<file path="src/rtl/entropy_word_collector.sv">
// Entropy word collector: synchronizes the raw ring-oscillator bit, samples it
// on a divided strobe, runs a repetition-count health test, von Neumann
// debiases sample pairs and packs the surviving bits into WIDTH-bit words
// presented on a valid/ready handshake.
//
// Pair FSM states
//   state    | meaning
//   ST_EMPTY | no sample of the current pair held yet
//   ST_HALF  | first sample of the pair stored in first_q
module entropy_word_collector #(
  parameter int WIDTH        = 16,
  parameter int SAMPLE_DIV   = 4,
  parameter int REPEAT_LIMIT = 32
) (
  input  logic             CLK,
  input  logic             reset_n,
  input  logic             random_in,
  input  logic             enable,
  input  logic             out_ready,
  output logic             out_valid,
  output logic [WIDTH-1:0] out_data,
  output logic             health_fail
);

  localparam int DIV_W = (SAMPLE_DIV > 1) ? $clog2(SAMPLE_DIV) : 1;
  localparam int REP_W = $clog2(REPEAT_LIMIT + 1);
  localparam int CNT_W = $clog2(WIDTH + 1);

  typedef enum logic {ST_EMPTY, ST_HALF} pair_state_e;

  pair_state_e      state_q, state_d;
  logic [1:0]       sync_q, sync_d;
  logic [DIV_W-1:0] div_q, div_d;
  logic [REP_W-1:0] rep_cnt_q, rep_cnt_d;
  logic             prev_q, prev_d;
  logic             first_q, first_d;
  logic [WIDTH-1:0] shift_q, shift_d;
  logic [CNT_W-1:0] bit_cnt_q, bit_cnt_d;
  logic [WIDTH-1:0] out_data_q, out_data_d;
  logic             out_valid_q, out_valid_d;
  logic             health_fail_q, health_fail_d;

  logic sample;
  logic run;
  logic strobe;
  logic emit;
  logic full;
  logic load;

  // Register all state; reset asserts asynchronously, releases on CLK.
  always_ff @(posedge CLK or negedge reset_n) begin
    if (!reset_n) begin
      state_q       <= ST_EMPTY;
      sync_q        <= '0;
      div_q         <= '0;
      rep_cnt_q     <= '0;
      prev_q        <= 1'b0;
      first_q       <= 1'b0;
      shift_q       <= '0;
      bit_cnt_q     <= '0;
      out_data_q    <= '0;
      out_valid_q   <= 1'b0;
      health_fail_q <= 1'b0;
    end else begin
      state_q       <= state_d;
      sync_q        <= sync_d;
      div_q         <= div_d;
      rep_cnt_q     <= rep_cnt_d;
      prev_q        <= prev_d;
      first_q       <= first_d;
      shift_q       <= shift_d;
      bit_cnt_q     <= bit_cnt_d;
      out_data_q    <= out_data_d;
      out_valid_q   <= out_valid_d;
      health_fail_q <= health_fail_d;
    end
  end

  // Next-state logic: strobe, health test, pair FSM, packing and handshake.
  always_comb begin
    sync_d        = {sync_q[0], random_in};
    state_d       = state_q;
    div_d         = div_q;
    rep_cnt_d     = rep_cnt_q;
    prev_d        = prev_q;
    first_d       = first_q;
    shift_d       = shift_q;
    bit_cnt_d     = bit_cnt_q;
    out_data_d    = out_data_q;
    out_valid_d   = out_valid_q;
    emit          = 1'b0;

    sample        = sync_q[1];
    run           = enable && !health_fail_q;
    strobe        = run && (div_q == DIV_W'(SAMPLE_DIV - 1));
    full          = (bit_cnt_q == CNT_W'(WIDTH));
    // The trip is decided from the registered count, so it lands one edge
    // after the limiting sample.
    health_fail_d = health_fail_q || (rep_cnt_q == REP_W'(REPEAT_LIMIT));
    // A full word moves out even in the cycle enable drops; it is complete.
    load          = full && (!out_valid_q || out_ready) && !health_fail_d;

    if (!run) begin
      div_d     = '0;
      rep_cnt_d = '0;
      prev_d    = 1'b0;
      state_d   = ST_EMPTY;
      first_d   = 1'b0;
      shift_d   = '0;
      bit_cnt_d = '0;
    end else begin
      div_d = strobe ? '0 : div_q + DIV_W'(1);
      if (strobe) begin
        // rep_cnt_q==0 means no previous sample since the last clear.
        if (rep_cnt_q == '0 || sample != prev_q)
          rep_cnt_d = REP_W'(1);
        else if (rep_cnt_q != REP_W'(REPEAT_LIMIT))
          rep_cnt_d = rep_cnt_q + REP_W'(1);
        prev_d = sample;

        case (state_q)
          ST_EMPTY: begin
            first_d = sample;
            state_d = ST_HALF;
          end
          default: begin
            emit    = (sample != first_q);
            state_d = ST_EMPTY;
          end
        endcase
      end

      if (load)
        bit_cnt_d = '0;
      else if (emit && !full) begin
        shift_d   = {shift_q[WIDTH-2:0], first_q};
        bit_cnt_d = bit_cnt_q + CNT_W'(1);
      end
    end

    if (load) begin
      out_data_d  = shift_q;
      out_valid_d = 1'b1;
    end else if (out_valid_q && out_ready) begin
      out_valid_d = 1'b0;
    end
    if (health_fail_d)
      out_valid_d = 1'b0;
  end

  assign out_valid   = out_valid_q;
  assign out_data    = out_data_q;
  assign health_fail = health_fail_q;

endmodule

</file>
<file path="config.mk">
export PLATFORM = sky130hd
export DESIGN_NAME = entropy_word_collector
export DESIGN_NICKNAME = d
export VERILOG_FILES = /design/src/rtl/entropy_word_collector.sv
export SDC_FILE = /design/constraint.sdc
export NUM_CORES = 1
export LEC_CHECK = 0
export BUFFER_PORTS_ARGS = -buffer_cell sky130_fd_sc_hd__buf_4
export CORE_MARGIN = 5
export CORE_UTILIZATION = 53
export DETAILED_ROUTE_END_ITERATION = 16
export GPL_ROUTABILITY_DRIVEN = 0
export PLACE_DENSITY = 0.73
export SLEW_MARGIN = 20
export SYNTH_ARGS = -nofsm -noshare
export SYNTH_HDL_FRONTEND = slang
export SYNTH_SLANG_ARGS = --single-unit
export TNS_END_PERCENT = 30
</file>
<file path="constraint.sdc">
create_clock -name CLK -period 4.6 [get_ports CLK]
set_input_delay 0.46 -clock CLK [delete_from_list [all_inputs] [get_ports CLK]]
set_output_delay 0.46 -clock CLK [all_outputs]
set_load 0.01 [all_outputs]
</file>
==> results.ini <==
[global_route]
grt_use_total=0.153
grt_start_max_net_pins=53
grt_pass1_wl_um=6640
number_of_antenna_violations_at_the_first_check_in_global_routing=0
globalRoute.totalOverflow=0
grt_pass1_vias=1428

[power_and_ir_drop]
pwr-share-clk=0.340
power.net_switching_uw=183
seq_power_share=0.611
total_leakage_power_uw=0.00135
switching_share=0.239
share_comb_of_total_power=0.049
max-vdd-ir-drop_mv=0.268
power-per-cell-area_nw_per_um2=298
power_report.internal_total_uw=582

[timing]
totalNegativeSetupSlack_ps=0
hold_slack_final_ps=162
rsz0062_at_grt=false
clock_skew_ps=7.18
report.final.setup_viol=0
timing_hold_violations_final=0
max_freq_mhz=405
timing.max_slew.rel_slack=0.266
final.min_clock_period_ps=2470
tightest_slew_ps=1100
final_max_slew_viols=0
final.period_utilization=0.537

[synthesis]
postSynth.topFlopCell=sky130_fd_sc_hd__dfrtp_1
synth-seq-area-share=0.572
synthesis.instances=183
library_cell_occupying_the_most_area_in_the_post_synthesis_netlist=sky130_fd_sc_hd__dfrtp_1
synth_nets=193
leading_cell_types_by_total_area_after_synthesis=sky130_fd_sc_hd__dfrtp_1 57%, sky130_fd_sc_hd__mux2i_1 7.9%, sky130_fd_sc_hd__mux2_2 7.9%
area_fraction_of_the_dominant_cell_type_after_synthesis=0.572
synth_edf_count=0
yosysWarningCount=0
postSynthAreaPerCell_um2=12.4
yosys_register_bits=52
postSynth.asyncResetShare=1.00
synth.cell_area_um2=2270
synth.distinct_cells=33

[clock_tree]
clock_tree.buffer_depth=2
cts.clk_slew.worst_paths_ps=100
cts_root_buffer=sky130_fd_sc_hd__clkbuf_8
insertion_delay_ps=300
tritoncts_num_sinks=52
ctsHoldBuffers=0
numCtsBuffers=5
cts_resized=0
post-cts-setup-buffers=0
tritoncts=done
cts.htree.levels=2

[route]
starting_drt_drc_count=68
dr_total_vias=1433
mean_routed_wirelength_per_cell_um=15.2
number_of_nets_with_antenna_violations_after_routing=0
route.detailed.drc=0
route.final.wire_length_um=3920
drt_pass1_iterations=4
routed_via_density=5.58

[cells_and_area]
final_net_count=216
fin_area_um2=2560
multi_input_area_um2=915
final_common_cell=sky130_fd_sc_hd__dfrtp_1
layout.cells.most_common_list=52 x sky130_fd_sc_hd__dfrtp_1, 27 x sky130_fd_sc_hd__nor2_1, 22 x sky130_fd_sc_hd__buf_4, 18 x sky130_fd_sc_hd__mux2i_1, 16 x sky130_fd_sc_hd__mux2_2
nFillCells=351
drive_gt1_frac=0.242
seqCellArea_um2=1300
syn2layout_area_growth_pct=12.8
antenna_cells=0

[setup_path]
path_cells=ha_1 -> and4b_1 -> nand3_1 -> mux2i_1 -> nor2_1
cp_max_delay_cell=sky130_fd_sc_hd__nand3_1
worstPathMaxFanout=18
timing.critical_path.to_type=flop
worstPathArrival_ps=2610
crit_required_ps=4750
max_stage_delay_ps=790
timing.setup.critical_path_class=flop to flop
startpoint_type=flop

[place]
detailed_place.area_um2=2460
total_of_buffers_placed_on_input_and_output_ports=22
detailedPlacementHpwl_um=2640

[floorplanning]
initial_core_util=0.557
die-height_um=75.5
die_area_um2=5700
fp.dieW_um=75.5
number_of_placed_i_o_pins=23
row_count=23
fp.coreArea_um2=4090

[outcome]
run_status=completed

[job]
drv_cap=0

[worst_hold_path]
hold_path_class=primary input to asynchronous set/reset pin

-- flip-flops by register name, summed over array words and instances (netlist names) --
signal,flops
out_valid,1
first_q,1
state_q,1
prev_q,1
div_q,2
shift_q,16
sync_q,2
bit_cnt_q,5
health_fail,1
out_data,16
rep_cnt_q,6
-- power groups by stage --
stage / clock (µW) / sequential [µW] / combinational (µW)
2_1_floorplan: 0 / 476 / 19.9
3_3_place_gp: 0 / 476 / 37.4
3_5_place_dp: 0 / 477 / 38.0
4_1_cts: 271 / 468 / 38.3
5_1_grt: 290 / 468 / 42.6
6_report: 260 / 467 / 37.6
-- layout make-up --
cell class / count / area share
tap: 50 / 0.0244
clock buffer: 5 / 0.0268
clock inverter: 3 / 0.00878
inverter: 5 / 0.00732
multi-input combinational: 119 / 0.357
timing repair buffer: 23 / 0.0688
sequential: 52 / 0.507
-- metal layers --
| layer | share of wire | track usage | routed length (µm) |
|---|---|---|---|
| met5 | 0 | 0 | 0 |
| met4 | 0.0087 | 0.0350 | 34 |
| met3 | 0.046 | 0.0422 | 179 |
| met2 | 0.49 | 0.254 | 1900 |
| met1 | 0.46 | 0.202 | 1800 |
-- per-stage QoR --
step / setup WS (ps) / util / std cells / total power (µW)
after CTS: 2060 / 0.625 / 256 / 777
after detailed placement: 2060 / 0.603 / 248 / 515
after floorplan: 2590 / - / 183 / 496
final: 2130 / 0.628 / 257 / 765
after global placement: 2130 / 0.603 / 248 / 513
after global routing: 1920 / 0.628 / 257 / 801
-- cells in the mapped netlist, types with 3 or more instances --
cell and instances:
sky130_fd_sc_hd__nand2b_1 4, sky130_fd_sc_hd__nand3_1 3, sky130_fd_sc_hd__xor2_1 5, sky130_fd_sc_hd__a21oi_1 6, sky130_fd_sc_hd__nand2_1 3, sky130_fd_sc_hd__inv_1 5
sky130_fd_sc_hd__o21ai_0 6, sky130_fd_sc_hd__dfrtp_1 52, sky130_fd_sc_hd__and3_1 4, sky130_fd_sc_hd__clkbuf_1 3, sky130_fd_sc_hd__mux2i_1 18, sky130_fd_sc_hd__nor2_1 27
sky130_fd_sc_hd__mux2_2 16, sky130_fd_sc_hd__ha_1 5, sky130_fd_sc_hd__nor2b_1 3
-- final timing paths --
path / slack [ps] / start / end / cells after the start
max reg2reg: 2130 / div_q[0] / shift_q[4] / 5
min: 160 / reset_n / out_valid / 1
max in group asynchronous: 4010 / reset_n / shift_q[11] / 1
min reg2reg: 370 / sync_q[0] / sync_q[1] / 0
min in group CLK: 260 / random_in / sync_q[0] / 1
max: 2130 / div_q[0] / shift_q[4] / 5
-- critical path: cells and delay by family (launching register included) --
family / cells / cell delay (ps)
adders and majority gates: 1 / 350
DFF: 1 / 370
muxes: 1 / 400
and+or+nand+nor: 3 / 1190
-- logic make-up after synthesis --
logic type / synth area share
buffers and inverters: 0.0259
adders and majority gates: 0.0275
xor gates and xnor gates: 0.0270
DFF: 0.572
muxes: 0.158
AOI/OAI and AO/OA: 0.0539
and+or+nand+nor: 0.135
(Power assumes the default switching activity.)
